`config.mk`:
```
export PLATFORM = sky130hd
export DESIGN_NAME = cdc_hs_src_ctrl
export DESIGN_NICKNAME = d
export VERILOG_FILES = /design/src/rtl/cdc_hs_pkg.sv /design/src/rtl/bit_sync.sv /design/src/rtl/cdc_hs_src_ctrl.sv
export SDC_FILE = /design/constraint.sdc
export NUM_CORES = 1
export LEC_CHECK = 0
export CAP_MARGIN = 5
export CORE_AREA = 2 2 74 76
export CTS_CLUSTER_SIZE = 12
export DETAILED_ROUTE_END_ITERATION = 8
export DIE_AREA = 0 0 76 78
export PLACE_DENSITY_LB_ADDON = 0.1
export SLEW_MARGIN = 10
export SYNTH_ARGS = -nofsm -noshare
export SYNTH_HDL_FRONTEND = slang
export SYNTH_SLANG_ARGS = --single-unit
export TNS_END_PERCENT = 10
```
`constraint.sdc`:
```
create_clock -name src_clk -period 2.2 [get_ports src_clk]
set_input_delay 0.44 -clock src_clk [delete_from_list [all_inputs] [get_ports src_clk]]
set_output_delay 0.44 -clock src_clk [all_outputs]
set_load 0.02 [all_outputs]
```
`src/rtl/cdc_hs_pkg.sv`:
```
// cdc_hs_pkg: handshake state encoding and defaults shared by source and destination controllers
package cdc_hs_pkg;
  typedef enum logic [1:0] {IDLE, REQ_HI, REQ_LO, ERR} hs_state_t;
  localparam int HS_SYNC_STAGES_DEF = 2;
endpackage

```
`src/rtl/bit_sync.sv`:
```
// bit_sync: multi-flop synchronizer for a single asynchronous level
module bit_sync #(
  parameter int NUM_OF_FLOPS = 2
) (
  input  logic clk,
  input  logic rstn,
  input  logic d,
  output logic q
);
  logic [NUM_OF_FLOPS-1:0] r_sync;
  always_ff @(posedge clk) r_sync <= !rstn ? '0 : {r_sync[NUM_OF_FLOPS-2:0], d};
  assign q = r_sync[NUM_OF_FLOPS-1];
endmodule

```
`src/rtl/cdc_hs_src_ctrl.sv`:
```
// cdc_hs_src_ctrl: source side of a four-phase req/ack handshake with a timeout watchdog
module cdc_hs_src_ctrl
  import cdc_hs_pkg::*;
#(
  parameter int DATA_WIDTH     = 32,
  parameter int SYNC_STAGES    = HS_SYNC_STAGES_DEF,
  parameter int TIMEOUT_CYCLES = 1024
) (
  input  logic                  src_clk,
  input  logic                  rstn,
  input  logic                  s_valid,
  output logic                  s_ready,
  input  logic [DATA_WIDTH-1:0] s_data,
  output logic                  xfer_req,
  output logic [DATA_WIDTH-1:0] xfer_data,
  input  logic                  xfer_ack_async,
  output logic                  busy,
  output logic                  done,
  output logic                  timeout,
  input  logic                  err_clr
);
  localparam int CNT_W = TIMEOUT_CYCLES > 0 ? $clog2(TIMEOUT_CYCLES + 1) : 1;
  hs_state_t r_state, w_next;
  logic [CNT_W-1:0] r_cnt;
  logic [DATA_WIDTH-1:0] r_data;
  logic r_req, r_busy, r_done, r_timeout;
  logic w_ack_s, w_accept, w_expire, w_waiting;
  bit_sync #(.NUM_OF_FLOPS(SYNC_STAGES)) u_ack_sync (
    .clk (src_clk),
    .rstn(rstn),
    .d   (xfer_ack_async),
    .q   (w_ack_s)
  );
  assign s_ready   = (r_state == IDLE) && !w_ack_s;
  assign w_accept  = s_valid && s_ready;
  assign w_waiting = (r_state == REQ_HI) || (r_state == REQ_LO);
  assign w_expire  = (TIMEOUT_CYCLES != 0) && (r_cnt == CNT_W'(TIMEOUT_CYCLES - 1));
  // a wait condition met on the expiry cycle takes priority over the watchdog
  always_comb begin
    w_next = r_state;
    case (r_state)
      IDLE:    w_next = w_accept ? REQ_HI : IDLE;
      REQ_HI:  w_next = w_ack_s ? REQ_LO : (w_expire ? ERR : REQ_HI);
      REQ_LO:  w_next = !w_ack_s ? IDLE : (w_expire ? ERR : REQ_LO);
      ERR:     w_next = (err_clr && !w_ack_s) ? IDLE : ERR;
      default: w_next = IDLE;
    endcase
  end
  always_ff @(posedge src_clk) begin
    if (!rstn) begin
      r_state   <= IDLE;
      r_cnt     <= '0;
      r_data    <= '0;
      r_req     <= 1'b0;
      r_busy    <= 1'b0;
      r_done    <= 1'b0;
      r_timeout <= 1'b0;
    end else begin
      r_state   <= w_next;
      r_cnt     <= (w_next != r_state) ? '0 : (w_waiting ? r_cnt + 1'b1 : r_cnt);
      r_data    <= w_accept ? s_data : r_data;
      r_req     <= w_next == REQ_HI;
      r_busy    <= w_next != IDLE;
      r_done    <= (r_state == REQ_LO) && (w_next == IDLE);
      r_timeout <= w_next == ERR;
    end
  end
  assign xfer_req  = r_req;
  assign xfer_data = r_data;
  assign busy      = r_busy;
  assign done      = r_done;
  assign timeout   = r_timeout;
endmodule

```
# ---- Yosys cells after proc, flatten, opt, wreduce, memory -nomap -nowiden
# Index checks and enable logic that the tools add are counted.
dict set report op_classes {
  n_reduce_logical 10
  n_addsub 1
  multipliers 0
  mux 7
  shifts 0
  n_lt_le_gt_ge 0
  n_div 0
  bitwise 1
  eq_ne 7
}
# operator n
set op_table {}
lappend op_table {{adder 11 x 1 -> 11 bit (second input constant)} 1}
lappend op_table {{equality test 11 x 10 -> 1 bit (second input constant)} 1}
lappend op_table {{two-way mux 2 bit} 4}
lappend op_table {{case mux 2 bit (4 select lines)} 1}
lappend op_table {{equality test 2 bit (second input constant)} 3}
lappend op_table {{equality test 2 x 1 -> 1 bit (second input constant)} 2}
lappend op_table {{logical AND 1 bit} 4}
lappend op_table {{logical NOT 2 bit} 2}
lappend op_table {{two-way mux 1 bit} 2}
lappend op_table {{!= test 2 bit} 1}
lappend op_table {{nonzero test 2 bit} 1}
lappend op_table {{OR reduction 2 bit} 1}
lappend op_table {{logical NOT 1 bit} 1}
lappend op_table {{logical OR 1 bit} 1}
lappend op_table {{inverter 1 bit} 1}
dict set report word_totals {
  latchBits 0
  reg_bits 51
  memories 0
  mem_bits_rw 0
  mem_bits_ro 0
}

# ---- Logic depth before layout (Yosys ltp)
dict set report depth {
  ltp_word 7
  depth_mapped 8
}

# ---- Cells and area by module
# From an unflattened synthesis, not the netlist that was laid out.
dict set report unflattened {
  cells_unflattened 246
  hier_area_um2 2109.5
}
# mod instances seq_area_each_um2 cells_each area_per_inst_um2
set by_module_without_submodules {}
lappend by_module_without_submodules {cdc_hs_src_ctrl 1 980.9 242 2057.0}
lappend by_module_without_submodules {bit_sync 1 40.0 4 52.6}

# ---- Least setup slack after synthesis
# OpenSTA, ideal clock, no wires.
dict set report synth_timing {
  path_type {register to register}
  startpoint {reg r_state[1]}
  endpoint {reg r_cnt[1]}
  synth_period_minus_slack_ps 2052
  stages_incl_launch_ff 8
  t_arrival_ps 1948
  path_slack_ps 148
  setup_ps 103
  n_path_buf 2
  cell_sequence {dfxtp_1 -> inv_1 -> ha_1 -> clkbuf_1 -> a221o_1 -> o31a_1 -> buf_6 -> a2111oi_2}
}
dict set report synth_between {
  elab_chain_cells 7
}
# element line_no
set synth_rtl {}
lappend synth_rtl {{from (decl)} cdc_hs_src_ctrl.sv:23} ;# hs_state_t r_state, w_next;
lappend synth_rtl {{from (signal assigned)} cdc_hs_src_ctrl.sv:59} ;# r_state <= w_next;
lappend synth_rtl {{logical NOT 2 bit} {cdc_hs_src_ctrl.sv:34, cdc_hs_src_ctrl.sv:41}}
lappend synth_rtl {{logical AND 1 bit} cdc_hs_src_ctrl.sv:34} ;# assign s_ready = (r_state == IDLE) && !w_ack_s;
lappend synth_rtl {{logical AND 1 bit} cdc_hs_src_ctrl.sv:35} ;# assign w_accept = s_valid && s_ready;
lappend synth_rtl {{two-way mux 1 bit} cdc_hs_src_ctrl.sv:42} ;# IDLE: w_next = w_accept ? REQ_HI : IDLE;
lappend synth_rtl {{case mux 2 bit (4 select lines)} cdc_hs_src_ctrl.sv:41} ;# case (r_state)
lappend synth_rtl {{!= test 2 bit} cdc_hs_src_ctrl.sv:60} ;# r_cnt <= (w_next != r_state) ? '0 : (w_waiting ? r_cnt + 1'b1 : r_cnt);
lappend synth_rtl {{OR reduction 2 bit (no source line)} --}
lappend synth_rtl {{to (signal assigned)} cdc_hs_src_ctrl.sv:60}
lappend synth_rtl {{to (decl)} cdc_hs_src_ctrl.sv:24} ;# logic [CNT_W-1:0] r_cnt;
# Several ways; a longest one is shown, not always the timed one.
# A chain may end at the register's enable or synchronous reset.

# ---- Worst setup path in the final report
dict set report layout_timing {
  startpoint {reg r_state[1]}
  endpoint {reg r_cnt[7]}
}
# The elaborated chain is that of the path after synthesis.

==> key figures <==
Timing
  • Fin. max-slew vios: 0
  • Tightest Pin Transition: 0.519 ns
  • Fin worst setup slack: 0.152 ns
  • Max Fclk: 488 MHz
  • Fin crit share: 93.1%
  • Number of setup violations in the final report: 0
  • Tmin final: 2.05 ns
  • Unrepaired setup endpoints after global routing: false
  • Slew headroom: 65.4%
  • TNS Setup: 0 ns
  • Final Skew: 0.0145 ns
  • Hold slack: 0.423 ns
  • Final hold violations: 0

Critical path
  • CP startpoint kind: register
  • CP Capture Type: register
  • Critical path startpoint: r_state[1]
  • Crit Path Category: register to register
  • Worst reg2reg path startpoint: r_state[1]
  • Slowest CP cell: a221o_1
  • CP max FO: 8
  • CP cell instances: buf_4 > ha_1 > a221o_1 > o31a_1 > buf_12 > a2111oi_2
  • CP arrival: 2.24 ns
  • Data required time of the critical path: 2.39 ns
  • Slowest stage delay, CP: 0.38 ns

Global route
  • Global-route wire length before repair: between 8000 and 9000 um
  • GRT overflow: 0
  • Aggregate global-route resource usage: 18.3%
  • Largest net degree at the start of global routing: 38
  • Vias in the first global route: ~1900
  • Initial antenna violation count: 0

Floorplan
  • Die H: 78 um
  • Die width: roughly 76 um
  • IO Pins: 74
  • Core area: 5040 sq um
  • Num rows: 26
  • Initial Util: 44.8%
  • DIE AREA: 5930 sq um

Detailed routing
  • Vias: 1958
  • DRC Markers: 0
  • WL final: 5140 um
  • Via density: 4.96
  • 1st-pass router iterations: 4
  • Number of DRC markers in iteration 0: 88
  • Antenna Nets Post-Route: 0
  • Wire per inst: 13.0 um

Synth
  • Cell taking the most area after synthesis: dfxtp_1
  • Syn Std Cell Area: 2260 sq um
  • Synth unique cells: 38
  • Async SR Flop Fraction: 0%
  • Largest cells by area after synthesis: dfxtp_1 (45%), nand2_1 (13%), a21boi_0 (11%), a2111oi_2 (6.0%), ha_1 (3.3%)
  • Number of synthesized flops with an enable pin: 0
  • #FFs+latches synth: 51
  • Post-synthesis sequential area ratio: 45.2%
  • Synth Warn #: 0
  • Main synth FF type: dfxtp_1
  • Yosys top cell area share: between 40% and 50%
  • Synth Area per Inst: between 9 and 10 sq um
  • Post-Syn Instances: 249
  • Syn nets: about 290

Power
  • Comb power frac: 21.0%
  • Lkg Pwr: 1.11 nW
  • Clock Power Share: 30.3%
  • Internal: between 1.5 and 2 mW
  • Sequential power share: 48.7%
  • Pwr/cell area: 637 nW/um^2
  • Sw frac: 25.8%
  • Maximum vdd drop: 0.000395 V
  • NetSw: 529 uW

Placed design
  • GPL Wtd Cong: 0.841
  • Placed instance area: 3110 sq um
  • Port buffer count: 73
  • Post-Place Worst Slack: -0.0986 ns
  • Post-DP HPWL: 3590 um

Finish
  • Ant. Diodes: 0
  • Fin area: 3220 sq um
  • Fill cell count: 472
  • Layout Nets: 368
  • Reg area: 1020 sq um
  • Area of the multi-input gates: about 1200 sq um
  • Share of layout cells above drive strength 1: 10.8%
  • Area Overhead vs Synth: 42.8%

Run
  • MaxCap Viol Count: 0

Run status
  • Outcome: complete, no violations

Clocking
  • CTS Buf Count: 5
  • CTS clk-pin slew, worst paths: roughly 0.090 ns
  • Clock root buffer: clkbuf_8
  • Max clock buf depth: 2
  • Clock Sinks: approximately 50
  • Clock tree from TritonCTS: done
  • Clk_lat worst skew: 0.30 ns
  • Setup bufs post-CTS: 0
  • Cts hold-fix bufs: 0
  • CTS H-tree depth: 2

Min path
  • Hold_sp: u_ack_sync.r_sync[0]
  • HP Class: register to register
==> flip-flops by register name, summed over array words and instances, names as in the netlist <==
name	cells
busy	1
r_state	2
done	1
r_cnt	11
xfer_req	1
timeout	1
u_ack_sync.r_sync	2
xfer_data	32
==> repair_timing <==
action,CTS,global route
resized for setup,1,4
cloned,0,0
pin swaps,0,1
endpoints found under the setup margin,1,11
==> routing by layer <==
metal  GRT usage (%)  routed length (um)  vias to the layer above
li1                -                   -                      998
met4            4.91                  40                        0
met2            31.3                2500                       51
met1            22.0                2270                      905
met5               0                   0                        -
met3            6.16                 323                        4
==> power groups by stage <==
stage	sequential [mW]	clock [mW]	combinational, mW
2_1_floorplan	1.08	0	0.167
3_3_place_gp	1.02	0	0.431
3_5_place_dp	1.02	0	0.435
4_1_cts	1.00	0.647	0.435
5_1_grt	1.01	0.676	0.470
6_report	1.00	0.623	0.430
==> cell families after synthesis <==
| group | share of synthesized area, % |
|---|---|
| AND/OR/NAND/NOR | 19.8 |
| AO/OA/AOI/OAI | 22.8 |
| flip-flops | 45.2 |
| buffers and inverters | 4.05 |
| XOR/XNOR | 3.88 |
| adder cells (fa/ha/maj) | 3.33 |
| multiplexers | 0.887 |
==> layout by cell type (no fill, tap or decap), types with 2 or more instances in the layout <==
master           netlist  layout
nand2_1               76      76
clkdlybuf4s50_1        0      72
dfxtp_1               51      50
a21boi_0              32      32
buf_4                  1      11
a2111oi_2              9       9
xnor2_1                7       7
nor3_1                 5       5
ha_1                   6       5
clkbuf_8               0       5
inv_1                  4       4
nor2_1                 4       4
and2_1                 3       3
nand2b_1               3       3
nand3_1                3       3
nand4_1                3       3
xor2_1                 3       3
nand4b_1               2       2
nor4_2                 1       2
mux2i_1                2       2
o21ai_0                3       2
==> layout make-up <==
cell class	instances	share of cell area, %
multi-input combinational	177	36.0
sequential	51	31.7
timing repair buffer	85	25.8
tap	70	2.72
clock buffer	6	2.25
clock inverter	1	0.931
inverter	5	0.582
==> cells in the mapped netlist, drive strengths merged, types with 2 or more instances <==
master / n
nand2: 76
dfxtp: 51
a21boi: 32
clkbuf: 13
a2111oi: 11
xnor2: 7
ha: 6
inv: 5
nor3: 5
nor2: 4
and2: 3
buf: 3
nand2b: 3
nand3: 3
nand4: 3
o21ai: 3
xor2: 3
mux2i: 2
nand4b: 2
nor4: 2
==> critical path, delay by kind of cell (launching register included) <==
kind	cells	cell delay, ns
buf+inv	2	0.31
fa+ha+maj	1	0.21
compound gates	3	1.09
flops	1	0.32
==> final timing paths <==
path              slack, ns                   end  depth (start not counted)
hold / removal         0.42  u_ack_sync.r_sync[1]                          1
hold reg to reg        0.42  u_ack_sync.r_sync[1]                          1
setup / recovery       0.15              r_cnt[7]                          6
setup reg to reg       0.15              r_cnt[7]                          6
==> stage by stage <==
stage          util [%]  cells  power (mW)
3_5_place_dp       61.7    388        1.46
5_1_grt            63.9    395        2.15
3_3_place_gp       61.7    388        1.45
2_1_floorplan         -    249        1.24
4_1_cts            63.7    395        2.08
6_report           63.9    395        2.05
(Power assumes the default switching activity.)
